$ cat src/rtl/mat_stream_host_pkg.sv
// Shared constants and state encoding for the matrix stream host.
// The values match the stream constants of the bidiagonalization core.
package mat_stream_host_pkg;

    localparam int BIT_NUM      = 18;
    localparam int CHANNEL_SIZE = 16;
    localparam int TIMEOUT_CYC  = 64;

    typedef enum logic [2:0] {
        ST_IDLE    = 3'd0,
        ST_PRE     = 3'd1,
        ST_SEND    = 3'd2,
        ST_WAIT    = 3'd3,
        ST_COLLECT = 3'd4,
        ST_DONE    = 3'd5
    } state_e;

    // IDLE and DONE are the only states where the host may load and start.
    function automatic logic is_quiet(state_e s);
        return (s == ST_IDLE) || (s == ST_DONE);
    endfunction

endpackage

$ cat src/rtl/mat_stream_host_if.sv
// Serial sample stream between the host and the core.
// Handshake: valid-only, no back-pressure. A beat transfers on every rising
// clk edge where valid is 1; R/I are meaningful only while valid is 1.
interface mat_stream_host_if
    import mat_stream_host_pkg::*;
#(
    parameter int W = BIT_NUM
) ();
    logic                tx_valid;
    logic signed [W-1:0] tx_R;
    logic signed [W-1:0] tx_I;
    logic                rx_valid;
    logic signed [W-1:0] rx_R;
    logic signed [W-1:0] rx_I;

    // Host side: drives the core input, observes the core output.
    modport master (
        output tx_valid, tx_R, tx_I,
        input  rx_valid, rx_R, rx_I
    );

    // Core side: the mirror image.
    modport slave (
        input  tx_valid, tx_R, tx_I,
        output rx_valid, rx_R, rx_I
    );
endinterface

$ cat src/rtl/mat_stream_host_cplx_buf16.sv
// 16-entry complex register file: one synchronous write port and one
// registered read port. rd_zero forces the read register to 0 so the
// consumer gets a clean zero without a mux after the flop.
module cplx_buf16 #(
    parameter int W = 18
) (
    input  logic                clk,
    input  logic                rst_n,
    input  logic                we,
    input  logic [3:0]          wr_addr,
    input  logic signed [W-1:0] wr_R,
    input  logic signed [W-1:0] wr_I,
    input  logic [3:0]          rd_addr,
    input  logic                rd_zero,
    output logic signed [W-1:0] rd_R,
    output logic signed [W-1:0] rd_I
);
    logic signed [W-1:0] mem_r_q [16];
    logic signed [W-1:0] mem_r_d [16];
    logic signed [W-1:0] mem_i_q [16];
    logic signed [W-1:0] mem_i_d [16];
    logic signed [W-1:0] rd_r_q, rd_r_d;
    logic signed [W-1:0] rd_i_q, rd_i_d;

    // Next contents and read data; the read sees the pre-write contents.
    always_comb begin
        mem_r_d = mem_r_q;
        mem_i_d = mem_i_q;
        if (we) begin
            mem_r_d[wr_addr] = wr_R;
            mem_i_d[wr_addr] = wr_I;
        end
        rd_r_d = rd_zero ? '0 : mem_r_q[rd_addr];
        rd_i_d = rd_zero ? '0 : mem_i_q[rd_addr];
    end

    // Storage and read register, cleared by reset.
    always_ff @(posedge clk or negedge rst_n) begin
        if (!rst_n) begin
            for (int i = 0; i < 16; i++) begin
                mem_r_q[i] <= '0;
                mem_i_q[i] <= '0;
            end
            rd_r_q <= '0;
            rd_i_q <= '0;
        end else begin
            mem_r_q <= mem_r_d;
            mem_i_q <= mem_i_d;
            rd_r_q  <= rd_r_d;
            rd_i_q  <= rd_i_d;
        end
    end

    assign rd_R = rd_r_q;
    assign rd_I = rd_i_q;
endmodule

$ cat src/rtl/mat_stream_host.sv
// Host-side peer of the 4x4 complex bidiagonalization core: streams the
// loaded TX matrix (after a mandatory zero header beat) and captures the
// 16-beat result burst into the RX buffer for random-access readout.
module mat_stream_host
    import mat_stream_host_pkg::*;
#(
    parameter int BIT_NUM      = mat_stream_host_pkg::BIT_NUM,
    parameter int CHANNEL_SIZE = mat_stream_host_pkg::CHANNEL_SIZE,
    parameter int TIMEOUT_CYC  = mat_stream_host_pkg::TIMEOUT_CYC
) (
    input  logic                      clk,
    input  logic                      rst_n,
    input  logic                      ld_we,
    input  logic [3:0]                ld_addr,
    input  logic signed [BIT_NUM-1:0] ld_R,
    input  logic signed [BIT_NUM-1:0] ld_I,
    input  logic                      start,
    mat_stream_host_if.master         strm,
    input  logic [3:0]                rd_addr,
    output logic signed [BIT_NUM-1:0] rd_R,
    output logic signed [BIT_NUM-1:0] rd_I,
    output logic                      busy,
    output logic                      done,
    output logic                      err,
    output logic [2:0]                dbg_state
);
    localparam int          TW      = $clog2(TIMEOUT_CYC + 1);
    localparam logic [TW-1:0] TMO_MAX = TW'(TIMEOUT_CYC);
    localparam logic [4:0]  LAST    = 5'(CHANNEL_SIZE - 1);

    state_e        state_q, state_d;
    logic [4:0]    cnt_q, cnt_d;
    logic [TW-1:0] tmo_q, tmo_d;
    logic          err_q, err_d;
    logic          done_q, done_d;
    logic          busy_q, busy_d;
    logic          tx_valid_q, tx_valid_d;
    logic          tx_we, tx_rd_zero;
    logic [3:0]    tx_rd_addr;
    logic          rx_we;
    logic [3:0]    rx_waddr;

    // State, counters and registered flags.
    always_ff @(posedge clk or negedge rst_n) begin
        if (!rst_n) begin
            state_q    <= ST_IDLE;
            cnt_q      <= '0;
            tmo_q      <= '0;
            err_q      <= 1'b0;
            done_q     <= 1'b0;
            busy_q     <= 1'b0;
            tx_valid_q <= 1'b0;
        end else begin
            state_q    <= state_d;
            cnt_q      <= cnt_d;
            tmo_q      <= tmo_d;
            err_q      <= err_d;
            done_q     <= done_d;
            busy_q     <= busy_d;
            tx_valid_q <= tx_valid_d;
        end
    end

    // Next state, counters, error and RX capture.
    always_comb begin
        state_d  = state_q;
        cnt_d    = cnt_q;
        tmo_d    = tmo_q;
        err_d    = err_q;
        rx_we    = 1'b0;
        rx_waddr = cnt_q[3:0];
        case (state_q)
            ST_IDLE, ST_DONE: begin
                if (start) begin
                    state_d = ST_PRE;
                    cnt_d   = '0;
                    tmo_d   = '0;
                    err_d   = 1'b0;
                end
            end
            ST_PRE: begin
                state_d = ST_SEND;
                cnt_d   = '0;
            end
            ST_SEND: begin
                if (cnt_q == LAST) begin
                    state_d = ST_WAIT;
                    cnt_d   = '0;
                    tmo_d   = '0;
                end else begin
                    cnt_d = cnt_q + 5'd1;
                end
            end
            ST_WAIT: begin
                if (tmo_q != TMO_MAX) tmo_d = tmo_q + 1'b1;
                if (strm.rx_valid) begin
                    rx_we    = 1'b1;
                    rx_waddr = 4'd0;
                    cnt_d    = 5'd1;
                    state_d  = ST_COLLECT;
                end else if (tmo_d == TMO_MAX) begin
                    err_d   = 1'b1;
                    state_d = ST_DONE;
                end
            end
            ST_COLLECT: begin
                if (strm.rx_valid) begin
                    rx_we = 1'b1;
                    cnt_d = cnt_q + 5'd1;
                    if (cnt_q == LAST) state_d = ST_DONE;
                end else begin
                    // Short burst: keep what arrived, flag it.
                    err_d   = 1'b1;
                    state_d = ST_DONE;
                end
            end
            default: state_d = ST_IDLE;
        endcase
    end

    // Registered-output precompute from the next state, plus TX buffer control.
    always_comb begin
        tx_valid_d = (state_d == ST_PRE) || (state_d == ST_SEND);
        tx_rd_zero = (state_d != ST_SEND);
        tx_rd_addr = cnt_d[3:0];
        busy_d     = !is_quiet(state_d);
        done_d     = (state_d == ST_DONE) && (state_q != ST_DONE);
        tx_we      = ld_we && is_quiet(state_q);
    end

    cplx_buf16 #(.W(BIT_NUM)) u_tx_buf (
        .clk     (clk),
        .rst_n   (rst_n),
        .we      (tx_we),
        .wr_addr (ld_addr),
        .wr_R    (ld_R),
        .wr_I    (ld_I),
        .rd_addr (tx_rd_addr),
        .rd_zero (tx_rd_zero),
        .rd_R    (strm.tx_R),
        .rd_I    (strm.tx_I)
    );

    cplx_buf16 #(.W(BIT_NUM)) u_rx_buf (
        .clk     (clk),
        .rst_n   (rst_n),
        .we      (rx_we),
        .wr_addr (rx_waddr),
        .wr_R    (strm.rx_R),
        .wr_I    (strm.rx_I),
        .rd_addr (rd_addr),
        .rd_zero (1'b0),
        .rd_R    (rd_R),
        .rd_I    (rd_I)
    );

    assign strm.tx_valid = tx_valid_q;
    assign busy          = busy_q;
    assign done          = done_q;
    assign err           = err_q;
    assign dbg_state     = state_q;
endmodule
$ cat src/flat_wrapper.sv
// flat-port wrapper written by rule: the top's interface ports become plain ports
module mat_stream_host_flat import mat_stream_host_pkg::*;
#(
    parameter int BIT_NUM      = mat_stream_host_pkg::BIT_NUM,
    parameter int CHANNEL_SIZE = mat_stream_host_pkg::CHANNEL_SIZE,
    parameter int TIMEOUT_CYC  = mat_stream_host_pkg::TIMEOUT_CYC
)
  (clk, rst_n, ld_we, ld_addr, ld_R, ld_I, start, rd_addr, rd_R, rd_I, busy, done, err, dbg_state, strm_tx_valid, strm_tx_R, strm_tx_I, strm_rx_valid, strm_rx_R, strm_rx_I);
  mat_stream_host_if strm_i ();
  input  logic clk;
  input  logic rst_n;
  input  logic ld_we;
  input  logic [3:0] ld_addr;
  input  logic signed [BIT_NUM-1:0] ld_R;
  input  logic signed [BIT_NUM-1:0] ld_I;
  input  logic start;
  input  logic [3:0] rd_addr;
  output logic signed [BIT_NUM-1:0] rd_R;
  output logic signed [BIT_NUM-1:0] rd_I;
  output logic busy;
  output logic done;
  output logic err;
  output logic [2:0] dbg_state;
  output wire logic [$bits(strm_i.tx_valid)-1:0] strm_tx_valid;
  output wire logic [$bits(strm_i.tx_R)-1:0] strm_tx_R;
  output wire logic [$bits(strm_i.tx_I)-1:0] strm_tx_I;
  input wire logic [$bits(strm_i.rx_valid)-1:0] strm_rx_valid;
  input wire logic [$bits(strm_i.rx_R)-1:0] strm_rx_R;
  input wire logic [$bits(strm_i.rx_I)-1:0] strm_rx_I;
  assign strm_tx_valid = strm_i.tx_valid;
  assign strm_tx_R = strm_i.tx_R;
  assign strm_tx_I = strm_i.tx_I;
  assign strm_i.rx_valid = strm_rx_valid;
  assign strm_i.rx_R = strm_rx_R;
  assign strm_i.rx_I = strm_rx_I;
  mat_stream_host #(.BIT_NUM(BIT_NUM), .CHANNEL_SIZE(CHANNEL_SIZE), .TIMEOUT_CYC(TIMEOUT_CYC)) u_core (.clk(clk), .rst_n(rst_n), .ld_we(ld_we), .ld_addr(ld_addr), .ld_R(ld_R), .ld_I(ld_I), .start(start), .strm(strm_i), .rd_addr(rd_addr), .rd_R(rd_R), .rd_I(rd_I), .busy(busy), .done(done), .err(err), .dbg_state(dbg_state));
endmodule
$ cat config.mk
export PLATFORM = sky130hd
export DESIGN_NAME = mat_stream_host_flat
export DESIGN_NICKNAME = d
export VERILOG_FILES = /design/src/rtl/mat_stream_host_pkg.sv /design/src/rtl/mat_stream_host_if.sv /design/src/rtl/mat_stream_host_cplx_buf16.sv /design/src/rtl/mat_stream_host.sv /design/src/flat_wrapper.sv
export SDC_FILE = /design/constraint.sdc
export NUM_CORES = 2
export LEC_CHECK = 0
export CAP_MARGIN = 40
export CORE_MARGIN = 2
export CORE_UTILIZATION = 26
export CTS_CLUSTER_SIZE = 14
export DETAILED_ROUTE_END_ITERATION = 8
export MAX_ROUTING_LAYER = met4
export SLEW_MARGIN = 5
export SYNTH_ARGS = -nofsm -noshare
export SYNTH_HDL_FRONTEND = slang
export SYNTH_HIERARCHICAL = 1
export SYNTH_SLANG_ARGS = --single-unit
$ cat constraint.sdc
create_clock -name clk -period 3 [get_ports clk]
set_input_delay 0.3 -clock clk [delete_from_list [all_inputs] [get_ports clk]]
set_output_delay 0.3 -clock clk [all_outputs]
set_load 0.05 [all_outputs]
* Word level (Yosys, flattened, before mapping)
Index checks and enable logic that the tools add are counted.
** Cells by class
- Muxes and demuxes :: 48
- Add/sub/neg operators :: 2
- Magnitude comparators :: 6
- Bitwise operators :: 4
- Reductions and logical operators :: 18
- Equality and inequality tests :: 20
** Operators by type and width (count)
- $bwmux W288 :: 4
- $bmux W18 S4 :: 4
- $mux W18 :: 12
- $demux W18 S4 :: 2
- $mux W7 :: 4
- $pmux W5 S5 :: 1
- $pmux W7 S3 :: 1
- $ge A5 B5 Y1 const B :: 4
- $mux W5 :: 4
- $not A4 Y5 :: 4
- $mux W3 :: 6
- $pmux W3 S5 :: 1
- $lt A5 B1 Y1 const B :: 2
- $ne A2 B2 Y1 const B :: 5
- $eq A3 B2 Y1 const B :: 3
- $eq A3 B3 Y1 const B :: 3
- $mux W4 :: 2
- $add A7 B1 Y7 const B :: 1
- $eq A7 B7 Y1 const B :: 1
- $ne A7 B7 Y1 const B :: 1
- $eq A3 B1 Y1 const B :: 2
- $logic_not A3 Y1 :: 2
- $mux W1 :: 6
- $reduce_bool A3 Y1 :: 2
- other kinds (14) :: 21
** Word-level totals
- Flip-flop bits (word level) :: 1243

* Depth between registers and ports, before layout
- Word-level depth :: 10
- Gate-level depth with buffers :: 17

* Hierarchy
Netlist, hierarchy kept.
** Modules (own cells, without submodules)
- cplx_buf16 :: seq. area each 15314.7 um^2, instances 2, area each 27525.1 um^2, cells an instance 1885
- mat_stream_host :: seq. area each 475.5 um^2, instances 1, area each 1433.9 um^2, cells an instance 176

* Worst setup path after synthesis
Ideal clock, no wire load.
- Path type :: reg2reg
- Start point :: register u_core.cnt_q[0]
- End point :: register u_core.u_tx_buf.rd_r_q[4], in the netlist u_core/u_tx_buf/rd_R[4]
- Stages on the path, launching flop included :: 14
- Period minus slack after synthesis :: 3.179 ns
- Data required time :: 2.867 ns
- Arrival time :: 3.046 ns
- Setup slack :: -0.179 ns
- Cells stage by stage :: dfrtp_1 ha_1 nand3_1 inv_1 ha_1 or3b_1 a21o_1 o21ai_0 and2_1 clkbuf_1 buf_1 a22oi_1 nand3_1 o21ai_0
** On the way
- Cells in the longest elaborated chain, start to end :: 8
** Ends and longest elaborated chain
- start: declaration :: RTL line mat_stream_host.sv:32 : logic [4:0] cnt_q, cnt_d;
- start signal: assignment :: RTL line mat_stream_host.sv:55 : cnt_q <= cnt_d;
- $add A5 B1 Y5 / $eq A5 B4 Y1 (equally long branches) :: RTL line mat_stream_host.sv:91, mat_stream_host.sv:109, mat_stream_host.sv:86
- $mux W5, on equally long branches :: RTL line mat_stream_host.sv:107, mat_stream_host.sv:86
- $pmux W5 S5 * :: RTL line mat_stream_host.sv:72 : case (state_q)
- via u_core.cnt_d[1] :: RTL line mat_stream_host.sv:32
- $not A4 Y5 (not written as such) * :: RTL line mat_stream_host_cplx_buf16.sv:33 : rd_r_d = rd_zero ? '0 : mem_r_q[rd_addr];
- $bmux W18 S4 * :: RTL line mat_stream_host_cplx_buf16.sv:33
- $mux W18 (not written as such) * (2 in series) :: RTL line mat_stream_host_cplx_buf16.sv:33
- $mux W18 * :: RTL line mat_stream_host_cplx_buf16.sv:33
- via u_core.u_tx_buf.rd_r_d[4] :: RTL line mat_stream_host_cplx_buf16.sv:22 : logic signed [W-1:0] rd_r_q, rd_r_d;
- end signal: assignment :: RTL line mat_stream_host_cplx_buf16.sv:49 : rd_r_q <= rd_r_d;
- end: declaration :: RTL line mat_stream_host_cplx_buf16.sv:22
Mark *: on every way through the listed nets, which the timed path passes. The rest lies on a longest branch. The select of a mux whose other input is x is not followed.
A chain may end at the register's enable or synchronous reset.

* Worst setup path after layout
- Start point :: register u_core.cnt_q[1]
- End point :: register u_core.u_tx_buf.rd_r_q[11], in the netlist u_core/u_tx_buf/rd_R[11]
The elaborated chain is that of the path after synthesis.

==> summary.txt <==
Worst setup path
  – Arrival time worst endpoint: 3.69 ns
  – Crit-path most repeated cell: buf_12
  – Setup crit start kind: register
  – CP max stage delay: around 0.38 ns
  – CP max stage cell: dfrtp_1
  – Crit path required time: roughly 3.7 ns
  – Endpoint class of the critical path: register
  – Crit path max fanout: 13
  – Critical-path cell list: ha_2, nand3_2, inv_2, ha_4, or3b_1, a21o_1, o31ai_4, buf_12, buf_16, nor2b_4, buf_12, buf_12, a22oi_2, nand2_1, o21ai_0
  – Critical Setup Path Class: reg2reg

Clock tree
  – TritonCTS clock tree: yes
  – Buffers from clock root to sink, at most: 3
  – CTS root buf: clkbuf_16
  – H-tree Lvls: 4
  – Num CTS Buffers: between 100 and 150
  – Clock transition at the registers of the reported paths: about 0.060 ns
  – Clock insertion delay at the later pin of the skew report: roughly 0.77 ns
  – Clock sinks: 1,243

Logic synthesis
  – YS warnings: 6
  – Yosys reg bits: 1,243
  – Post-synth EDFFs: 0
  – Sequential fraction of the synthesis area: ~55%
  – Async set or reset register ratio after synthesis: 100%
  – Cells after Synth: 3,946
  – Syn Area/Cell: 14.3 um^2
  – Yosys cell types: 57
  – Synthesized area: 56,500 um^2
  – Ys flop type: dfrtp_1

Power and ir drop
  – Leak Pwr: approximately 31 nW
  – Peak supply drop: 693 uV
  – PwrDens: 884 nW/um^2

GRT
  – GR Overflow Total: 0
  – Initial antenna violation count: 36
  – First-pass GRT wire length: 234,000 um
  – GRT Total Usage: between 10 and 15%
  – Vias in the first global route: 35,700
  – Pin count of the biggest net entering global routing: about 110

Timing
  – Final Hold Viols: 0
  – PnR worst setup slack: -0.0142 ns
  – Slew headroom: 43.4%
  – RSZ-0062 raised after global routing: yes
  – Final worst path period share: 100%
  – Worst Clk Skew: 0.0220 ns
  – Fin crit period: approximately 3.0 ns
  – Final Max Tran Viols: 0
  – Final setup violation count: 1
  – Tightest Pin Transition: 0.849 ns
  – Max frequency: 332 MHz

Flow run
  – MaxCap Viol Count: 0

Detailed routing
  – Iter 0 DRT Violations: 2,139
  – DRT antenna net count: 0
  – Routed WL per cell: 21.8 um
  – DRC viols: 0
  – Total Wirelength: 156,000 um
  – Via density: roughly 4.7
  – DR vias: 34,000
  – DRT Pass-1 Iters: 5

Floorplanning
  – Core Area: 217,000 um^2
  – I/O pins: 164
  – Die area: between 200,000 and 250,000 um^2
  – Die width: approximately 470 um
  – Die Ht: 470 um
  – Row count: roughly 170
  – Starting density of the core: 26.1%

Cells and area
  – Net count, final: approximately 4,300
  – Layout cells sized above 1: 41.5%
  – Final instance area: 68,300 um^2
  – Fill cells: 21,400
  – Final Instance Count excl. Fillers: 7,159
  – Finished Core Util: a little under a third
  – P&R area growth vs syn: 20.9%

Min path
  – Hold Path Class: in2async

Place
  – Placed instance count: 6,876
  – GPL Wtd Cong: 0.748
  – Hpwl dp: between 90,000 and 100,000 um
  – Port Buffer Count: approximately 160
  – DP Area: about 63,000 um^2

Status
  – Status: complete, but fails checks
  – Failing checks: setup timing
## power breakdown
group	internal (mW)	total [mW]	switching, mW
Clock	9.46	16.3	6.87
Sequential	21.8	24.4	2.65
Combinational	10.4	19.6	9.24
## per-layer routing
metal  up-vias  GRT usage, %  share of wire, %  wire length [um]
met5         -             -                 0                 0
met4         0          3.38               1.9              2970
met3       216          2.85               5.1              7960
met2       697          22.4                48             74600
met1     18100          18.6                45             70700
li1      14900             -                 -                 -
## through the flow
| step | total power [mW] | setup TNS, ns | worst slack (ns) | hold slack, ns |
|---|---|---|---|---|
| floorplan | 37.4 | 0 | 0.00631 | 0.00441 |
| global placement | 42.7 | 0 | 0.0242 | 0.310 |
| global route | 63.6 | -3.03 | -0.108 | 0.0739 |
| detailed placement | 43.2 | -0.0727 | -0.0282 | 0.325 |
| finish | 60.4 | -0.0142 | -0.0142 | 0.0804 |
| CTS | 59.9 | -0.00122 | -0.00122 | 0.0356 |
## Yosys cell counts (all sizes together) (12+ instances only)
master	instances	share of area, %
inv	12	0.080
nor2b	12	0.13
a22oi	222	3.0
buf	184	2.2
dfrtp	1243	55
clkbuf	141	0.94
nor2	24	0.21
mux2i	457	8.1
o211ai	14	0.19
a21oi	13	0.12
mux4	60	2.4
mux2	1154	23
nand2b	59	0.71
nor3	19	0.43
nand2	109	0.72
nand3	79	0.70
o21ai	90	0.80
## kinds of logic (layout without fill, tap and decap cells)
kind of cell | count (synthesis) | after routing | synth area share [%]
XOR/XNOR | 2 | 2 | 0.0310
buffers and inverters | 337 | 672 | 3.22
AO/OA/AOI/OAI | 355 | 355 | 4.30
adder cells (fa/ha/maj) | 7 | 7 | 0.155
other | 1 | 25 | 0.00664
multiplexers | 1671 | 1671 | 33.9
AND/OR/NAND/NOR | 330 | 330 | 3.32
flip-flops | 1243 | 1243 | 55.1
## state kept, by name (all words and copies together), names as in the netlist
signal                   flops
u_core/cnt_q                 5
u_core/done                  1
u_core/u_tx_buf/rd_I        18
u_core/dbg_state             3
u_core/busy                  1
u_core/u_tx_buf/mem_i_q    288
u_core/strm.tx_valid         1
u_core/u_tx_buf/mem_r_q    288
u_core/u_rx_buf/mem_i_q    288
u_core/u_rx_buf/mem_r_q    288
u_core/err                   1
u_core/u_tx_buf/rd_R        18
u_core/u_rx_buf/rd_R        18
u_core/tmo_q                 7
u_core/u_rx_buf/rd_I        18
## worst max-delay path, delay by kind of cell, from the launching register on
kind | cells | cell delay (ns)
compound gates | 4 | 0.92
fa+ha+maj | 2 | 0.35
buf+inv | 5 | 0.67
flops | 1 | 0.38
simple gates | 4 | 0.59
## placed cells by master, fill, tap and decap left out, types with 10 or more instances in the layout
| master | Yosys | final |
|---|---|---|
| mux2i_1 | 457 | 457 |
| inv_1 | 11 | 10 |
| dfrtp_1 | 1243 | 1243 |
| a21oi_1 | 13 | 13 |
| nor3_4 | 13 | 13 |
| buf_12 | 6 | 106 |
| nor2_4 | 0 | 16 |
| nand2b_1 | 55 | 44 |
| o21ai_1 | 8 | 28 |
| a22oi_1 | 222 | 185 |
| clkbuf_16 | 0 | 141 |
| mux2_1 | 16 | 16 |
| buf_4 | 64 | 137 |
| nand2_1 | 109 | 109 |
| mux2_4 | 61 | 61 |
| clkdlybuf4s50_1 | 0 | 159 |
| buf_6 | 13 | 10 |
| o21ai_0 | 82 | 58 |
| clkinv_2 | 0 | 15 |
| a22oi_2 | 0 | 37 |
| mux4_2 | 60 | 60 |
| nand3_1 | 79 | 72 |
| diode_2 | 0 | 23 |
| mux2_2 | 1077 | 1077 |
| o211ai_1 | 14 | 14 |
| clkbuf_1 | 141 | 34 |
| clkbuf_8 | 0 | 31 |
| nand2b_4 | 4 | 13 |
## layout make-up
type,count,area [um^2],share of cell area [%]
flip-flops and latches,1243,31100,45.5
multi-input cells,2367,24100,35.2
repair buffers,427,5160,7.56
clock buffers,199,3910,5.72
well taps,2854,3570,5.23
clock inverters,34,387,0.566
diodes,23,57.6,0.0843
inverters,12,45.0,0.0659
## worst paths after layout
kind                                                 to  cells past startpoint  slack, ns                    startpoint
min in group clk               u_core/u_rx_buf/rd_R[16]                      4       0.09                    rd_addr[1]
setup / recovery               u_core/u_tx_buf/rd_R[11]                     15      -0.01               u_core/cnt_q[1]
hold / removal             u_core/u_rx_buf/mem_r_q[127]                      2       0.08                         rst_n
max in group asynchronous  u_core/u_rx_buf/mem_r_q[287]                      3       1.84                         rst_n
hold reg to reg            u_core/u_tx_buf/mem_i_q[232]                      1       0.48  u_core/u_tx_buf/mem_i_q[232]
setup reg to reg               u_core/u_tx_buf/rd_R[11]                     15      -0.01               u_core/cnt_q[1]
## what timing repair did
| item | in CTS | in global routing |
|---|---|---|
| hold endpoints to repair | 218 | 0 |
| buffers inserted | 2 | 12 |
| pin swaps | 3 | 22 |
| cloned | 2 | 10 |
| endpoints found under the setup margin | 15 | 49 |
| gates resized for setup | 8 | 95 |
| hold buffers | 1 | 0 |
Power figures use the tool's default switching activity.
